==> config.mk <==
export PLATFORM = sky130hd
export DESIGN_NAME = y_ctrl
export DESIGN_NICKNAME = d
export VERILOG_FILES = /design/src/rtl/y_ctrl_pkg.sv /design/src/rtl/y_ctrl_dec.sv /design/src/rtl/y_ctrl.sv
export SDC_FILE = /design/constraint.sdc
export NUM_CORES = 1
export LEC_CHECK = 0
export CAP_MARGIN = 20
export CORE_MARGIN = 3
export CORE_UTILIZATION = 30
export CTS_BUF_LIST = sky130_fd_sc_hd__clkbuf_8 sky130_fd_sc_hd__clkbuf_16
export CTS_CLUSTER_DIAMETER = 30
export DETAILED_ROUTE_END_ITERATION = 6
export GPL_ROUTABILITY_DRIVEN = 0
export MAX_ROUTING_LAYER = met4
export REMOVE_ABC_BUFFERS = 1
export SLEW_MARGIN = 40
export SYNTH_ARGS = -nofsm -noshare
export SYNTH_HDL_FRONTEND = slang
export SYNTH_HIERARCHICAL = 1
export SYNTH_SLANG_ARGS = --single-unit
==> constraint.sdc <==
create_clock -name clk -period 2.4 [get_ports clk]
set_clock_uncertainty 0.2 [all_clocks]
set_input_delay 0.36 -clock clk [delete_from_list [all_inputs] [get_ports clk]]
set_output_delay 0.36 -clock clk [all_outputs]
set_load 0.01 [all_outputs]
==> src/rtl/y_ctrl_pkg.sv <==
// y_ctrl_pkg: shared definitions for the multi-cycle control unit.
//   state_t  - FSM state encoding, visible on the y_ctrl state port
//   kind_t   - instruction class produced by the decoder
//   instr_t  - fields held in the internal instruction register
//   OPC_*    - supported major opcodes
//   ALU_*    - ALU operation codes driven on op
package y_ctrl_pkg;

  typedef enum logic [2:0] {
    S_RST_VEC = 3'd0,
    S_FETCH   = 3'd1,
    S_DECODE  = 3'd2,
    S_EXEC    = 3'd3,
    S_MEM     = 3'd4,
    S_WB      = 3'd5,
    S_TRAP    = 3'd6
  } state_t;

  typedef enum logic [2:0] {
    K_ILL  = 3'd0,
    K_R    = 3'd1,
    K_ADDI = 3'd2,
    K_LW   = 3'd3,
    K_SW   = 3'd4,
    K_BEQ  = 3'd5,
    K_JAL  = 3'd6
  } kind_t;

  typedef struct packed {
    logic [6:0] opcode;
    logic [2:0] funct3;
    logic       f30;
  } instr_t;

  localparam logic [6:0] OPC_R    = 7'h33;
  localparam logic [6:0] OPC_ADDI = 7'h13;
  localparam logic [6:0] OPC_LW   = 7'h03;
  localparam logic [6:0] OPC_SW   = 7'h23;
  localparam logic [6:0] OPC_BEQ  = 7'h63;
  localparam logic [6:0] OPC_JAL  = 7'h6F;

  localparam logic [2:0] ALU_AND = 3'b000;
  localparam logic [2:0] ALU_OR  = 3'b001;
  localparam logic [2:0] ALU_ADD = 3'b010;
  localparam logic [2:0] ALU_SLT = 3'b011;
  localparam logic [2:0] ALU_SUB = 3'b110;

endpackage

==> src/rtl/y_ctrl_dec.sv <==
// y_ctrl_dec: purely combinational opcode/funct decoder.
//   instr  in  latched instruction fields
//   kind   out instruction class (K_ILL for anything unsupported)
//   alu_op out ALU operation for that instruction
module y_ctrl_dec
  import y_ctrl_pkg::*;
(
  input  instr_t      instr,
  output kind_t       kind,
  output logic [2:0]  alu_op
);

  // NOTE: every output gets a default before the case so no path leaves
  // it unassigned; otherwise synthesis infers a latch.
  always_comb begin
    kind   = K_ILL;
    alu_op = ALU_AND;
    case (instr.opcode)
      OPC_R: begin
        kind = K_R;
        case (instr.funct3)
          3'b000:  alu_op = instr.f30 ? ALU_SUB : ALU_ADD;
          3'b110:  alu_op = ALU_OR;
          3'b111:  alu_op = ALU_AND;
          3'b010:  alu_op = ALU_SLT;
          default: kind   = K_ILL;
        endcase
      end
      OPC_ADDI: begin kind = K_ADDI; alu_op = ALU_ADD; end
      OPC_LW:   begin kind = K_LW;   alu_op = ALU_ADD; end
      OPC_SW:   begin kind = K_SW;   alu_op = ALU_ADD; end
      OPC_BEQ:  begin kind = K_BEQ;  alu_op = ALU_SUB; end
      OPC_JAL:  kind = K_JAL;
      default:  ;
    endcase
  end

endmodule

==> src/rtl/y_ctrl.sv <==
// y_ctrl: multi-cycle control FSM with instruction latch and retired count.
//   clk, rst_n  clock, asynchronous active-low reset
//   ins         instruction word, sampled in FETCH
//   zero        ALU zero flag (consumed by the external PC mux with isbranch)
//   intReq      level interrupt request, sampled in commit states
//   RegWrite, ALUSrc, MemRead, MemWrite, Mem2Reg, isbranch, isjump, op
//               datapath controls
//   pcWrite     PC enable, one pulse per instruction
//   intSel      PC mux selects the entry point
//   illegal     high in TRAP
//   state       current FSM state encoding
//   instret     retired-instruction counter
module y_ctrl
  import y_ctrl_pkg::*;
(
  input  logic        clk,
  input  logic        rst_n,
  input  logic [31:0] ins,
  input  logic        zero,
  input  logic        intReq,
  output logic        RegWrite,
  output logic        ALUSrc,
  output logic        MemRead,
  output logic        MemWrite,
  output logic        Mem2Reg,
  output logic        isbranch,
  output logic        isjump,
  output logic [2:0]  op,
  output logic        pcWrite,
  output logic        intSel,
  output logic        illegal,
  output logic [2:0]  state,
  output logic [31:0] instret
);

  state_t      state_q;
  instr_t      instr_q;
  logic [31:0] instret_q;
  kind_t       kind;
  logic [2:0]  alu_op;
  logic        commit;

  // Only opcode, funct3 and bit 30 matter here; zero is used by the PC mux
  // outside this block together with isbranch.
  logic unused_bits;
  assign unused_bits = ^{ins[31], ins[29:15], ins[11:7], zero};

  y_ctrl_dec u_dec (
    .instr  (instr_q),
    .kind   (kind),
    .alu_op (alu_op)
  );

  // Commit state: last state of each legal instruction's sequence.
  always_comb begin
    commit = 1'b0;
    case (state_q)
      S_EXEC:  commit = (kind == K_BEQ);
      S_MEM:   commit = (kind == K_SW);
      S_WB:    commit = 1'b1;
      default: commit = 1'b0;
    endcase
  end

  // NOTE: sequential state uses non-blocking assignments so every register
  // samples pre-edge values, independent of statement order.
  always_ff @(posedge clk or negedge rst_n) begin
    if (!rst_n) begin
      state_q   <= S_RST_VEC;
      instr_q   <= '0;
      instret_q <= '0;
    end else begin
      if (state_q == S_FETCH)
        instr_q <= '{opcode: ins[6:0], funct3: ins[14:12], f30: ins[30]};
      if (commit)
        instret_q <= instret_q + 32'd1;
      case (state_q)
        S_RST_VEC: state_q <= S_FETCH;
        S_FETCH:   state_q <= S_DECODE;
        S_DECODE: begin
          if (kind == K_ILL)      state_q <= S_TRAP;
          else if (kind == K_JAL) state_q <= S_WB;
          else                    state_q <= S_EXEC;
        end
        S_EXEC: begin
          if (kind == K_BEQ)                      state_q <= S_FETCH;
          else if (kind == K_LW || kind == K_SW)  state_q <= S_MEM;
          else                                    state_q <= S_WB;
        end
        S_MEM:   state_q <= (kind == K_LW) ? S_WB : S_FETCH;
        S_WB:    state_q <= S_FETCH;
        S_TRAP:  state_q <= S_FETCH;
        default: state_q <= S_RST_VEC;
      endcase
    end
  end

  assign state   = state_q;
  assign instret = instret_q;

  // Controls decode from the registered state and latch only. They are also
  // gated by rst_n so that asserting reset kills any pulse immediately,
  // without waiting for the flops to settle into RST_VEC.
  always_comb begin
    RegWrite = 1'b0;
    ALUSrc   = 1'b0;
    MemRead  = 1'b0;
    MemWrite = 1'b0;
    Mem2Reg  = 1'b0;
    isbranch = 1'b0;
    isjump   = 1'b0;
    op       = ALU_AND;
    pcWrite  = 1'b0;
    intSel   = 1'b0;
    illegal  = 1'b0;
    if (rst_n) begin
      case (state_q)
        S_RST_VEC: begin
          pcWrite = 1'b1;
          intSel  = 1'b1;
        end
        S_TRAP: begin
          pcWrite = 1'b1;
          intSel  = 1'b1;
          illegal = 1'b1;
        end
        S_DECODE, S_EXEC, S_MEM, S_WB: begin
          if (kind != K_ILL) op = alu_op;
          ALUSrc   = (kind == K_ADDI) || (kind == K_LW) || (kind == K_SW);
          RegWrite = (state_q == S_WB);
          MemWrite = (state_q == S_MEM) && (kind == K_SW);
          MemRead  = ((state_q == S_MEM) || (state_q == S_WB)) && (kind == K_LW);
          Mem2Reg  = ((state_q == S_MEM) || (state_q == S_WB)) && (kind == K_LW);
          isbranch = (state_q == S_EXEC) && (kind == K_BEQ);
          isjump   = (state_q == S_WB) && (kind == K_JAL);
          pcWrite  = commit;
          intSel   = commit && intReq;
        end
        default: ;
      endcase
    end
  end

endmodule

==> impl_metrics.py <==
metrics = {
    "detailed_routing": {
        "routed_via_density": 4.69,
        "routed.top_layer": "met4",
        "drc_errors": 0,
        "num_vias": 2149,
        "wl_met1_mm": 3.01,
        "drt_first_pass_iters": 4,
        "met3WireLength_um": 253,
        "wirelength_mm": 6.55,
        "drtIter0Drc": 48,
        "detail-route-antenna-nets": 0,
        "met2_wirelength_mm": 3.24,
        "wl_per_cell_um": 14.3,
    },
    "run_status": {
        "violations": "setup timing",
        "status": "finished, violations left",
    },
    "sta": {
        "post-route-period-util_pct": 116,
        "setup_ws_ns": -0.389,
        "finalSetupTns_ns": -3.51,
        "setup_violations": 29,
        "tightest_slew_ns": 0.650,
        "min_period_ns": 2.79,
        "max-slew-margin-rel_pct": 56.3,
        "drv_slew": 0,
        "rsz0062_at_grt": "true",
        "fmax_mhz": 358,
        "hold_viol": 0,
    },
    "critical_path": {
        "endpoint_kind": "primary output",
        "required_ns": 1.84,
        "startpoint_type": "flip-flop",
        "crit_fanout": 7,
        "crit_type": "flip-flop to primary output",
        "cp.arrival_ns": 2.23,
    },
    "pwr": {
        "internal_power_mw": 2.03,
        "vdd_drop_max_mv": 0.334,
        "p_comb_share_pct": 44.3,
        "clock_power_share_pct": 19.9,
        "totalPowerFinal_mw": 3.11,
        "p_leak_nw": 1.80,
        "p_switching_mw": 1.08,
        "seqPwrFrac_pct": 35.7,
        "powerDensity_nw_per_um2": 777,
        "netSwitchingFraction_pct": 34.8,
    },
    "finish": {
        "final_cells": 458,
        "diodes": 0,
        "nets": 392,
        "layout-drive-gt1-share_pct": 41.3,
        "num-fill-cells": 691,
        "syn_to_final_growth_pct": 66.3,
    },
    "place": {
        "place_hpwl_mm": 4.26,
        "placed_cells": 428,
        "port_buffers": 61,
    },
    "yosys": {
        "synth_seq_cells": 46,
        "ys_warn_count": 6,
        "synthesis.area_sq_um": 2410,
        "synth.top_cells.by_area": "dfrtp_1, xor2_1, mux2_2, nor2_1, nand2_1",
        "synth_seq_area_share_pct": 47.8,
        "ys.flop_type": "dfrtp_1",
        "netlist_instances": 240,
        "yosysTopAreaCell": "dfrtp_1",
        "netlist.area_leader.share_pct": 47.8,
        "synthArstFlopShare_pct": 100,
        "synth_edf_count": 0,
        "avgSynthCellArea_sq_um": 10.0,
        "yosysMostFrequentCell": "dfrtp_1",
        "synthTopCellsByCount": "dfrtp_1, nor2_1, nand2_1",
        "ys_types": 42,
    },
    "floorplan": {
        "ios": 84,
        "die_w_um": 95.6,
        "die_h_um": 95.6,
        "row_count": 32,
        "die_area_sq_um": 9140,
        "start_util_pct": 31.0,
        "coreArea_sq_um": 7770,
    },
    "cts": {
        "clockBufferDepth": 2,
        "clk_pin_slew_ns": 0.11,
        "clkLatencyLatePin_ns": 0.31,
        "clock_sinks": 46,
        "cts-root-buf": "clkbuf_8",
        "cts_tree": "done",
        "cts_buffers": 5,
        "h-tree-depth": 2,
    },
    "global_route": {
        "track_usage_pct": 14.3,
        "grt_start_max_net_pins": 29,
        "grt_pass1_wl_mm": 10.0,
        "grt_antenna_before_repair": 0,
        "overflow": 0,
        "grt_pass1_vias": 2077,
    },
    "run": {
        "drv_cap": 0,
    },
    "min_path": {
        "hold_path.class": "primary input to asynchronous set/reset pin",
    },
}
==> path summary, 6_finish.rpt <==
path,from,end,slack (ns),cells after the start
max in group asynchronous,rst_n,instret[31],1.59,3
max reg2reg,instr_q[1],instret[26],-0.10,10
min in group clk,instret[31],instret[31],0.29,1
min,rst_n,instret[17],0.0003,2
max,instr_q[10],pcWrite,-0.39,9
min reg2reg,instret[31],instret[31],0.29,1
==> layout make-up <==
class	instances	area, sq um	area share [%]
clock buffer	5	68.8	1.72
multi-input combinational	181	1560	38.9
inverter	7	26.3	0.656
sequential	46	1150	28.8
tap	102	128	3.19
timing repair buffer	114	1020	25.5
clock inverter	3	48.8	1.22
==> registers in the layout, summed over array words and instances (netlist names) <==
| register | count |
|---|---|
| instr_q | 11 |
| instret | 32 |
| state | 3 |
==> layout by cell type, fill, tap and decap left out, drive strengths merged, types with 5 or more instances in the layout <==
cell type and n:
and2b 5, xnor2 9, nor3 8, o21a 5
buf 65, dfrtp 46, nor2 29, nand3 8
nand2 24, and3 7, clkdlybuf4s50 49, clkbuf 5
xor2 23, mux2 12, a21oi 6, nor4 6
inv 8
==> power groups by stage <==
stage | combinational [mW] | clock, mW | sequential [mW]
after floorplan | 0.547 | 0 | 1.14
after global placement | 1.08 | 0 | 1.10
after detailed placement | 1.09 | 0 | 1.10
after CTS | 1.23 | 0.629 | 1.11
after global routing | 1.51 | 0.660 | 1.14
final | 1.38 | 0.620 | 1.11
==> what timing repair did <==
item	in CTS	in global routing
resized for setup	77	67
hold endpoints to repair	18	0
setup buffers	12	18
hold buffers	1	0
endpoints found under the setup margin	32	46
pin swaps	19	36
==> worst max-delay path: stages (launching register included) <==
cell and delay (ns):
dfrtp_2 0.47, nand3_1 0.10, o21ai_0 0.08, and3b_2 0.25
nor3b_2 0.18, o21a_1 0.18, or2_4 0.23, buf_4 0.14
o21a_1 0.16, buf_2 0.13
==> stage by stage <==
stage | util (%) | worst slack (ns) | cell area, sq um | hold WS (ns)
floorplan | - | -0.213 | 2380 | -0.136
global placement | 43.1 | -0.396 | 3340 | 0.275
detailed placement | 43.1 | -0.397 | 3340 | 0.278
CTS | 47.4 | -0.404 | 3680 | 0.0170
global route | 51.6 | -0.480 | 4010 | 0.0279
finish | 51.6 | -0.389 | 4010 | 0.000273
==> metal layers <==
| metal | up-vias | GRT usage, % |
|---|---|---|
| met4 | 0 | 2.96 |
| met3 | 5 | 2.29 |
| met5 | - | - |
| met2 | 46 | 23.6 |
| met1 | 1046 | 18.5 |
| li1 | 1052 | - |
==> cells by family (layout without fill, tap and decap cells) <==
kind of cell,after synthesis,after routing,share of synthesized area [%]
and+or+nand+nor,113,113,25.4
DFF,46,46,47.8
xor gates and xnor gates,32,32,11.6
AOI/OAI and AO/OA,23,23,6.70
buffers and inverters,13,129,2.34
muxes,12,12,5.61
adders and majority gates,1,1,0.519
(Power assumes the default switching activity.)
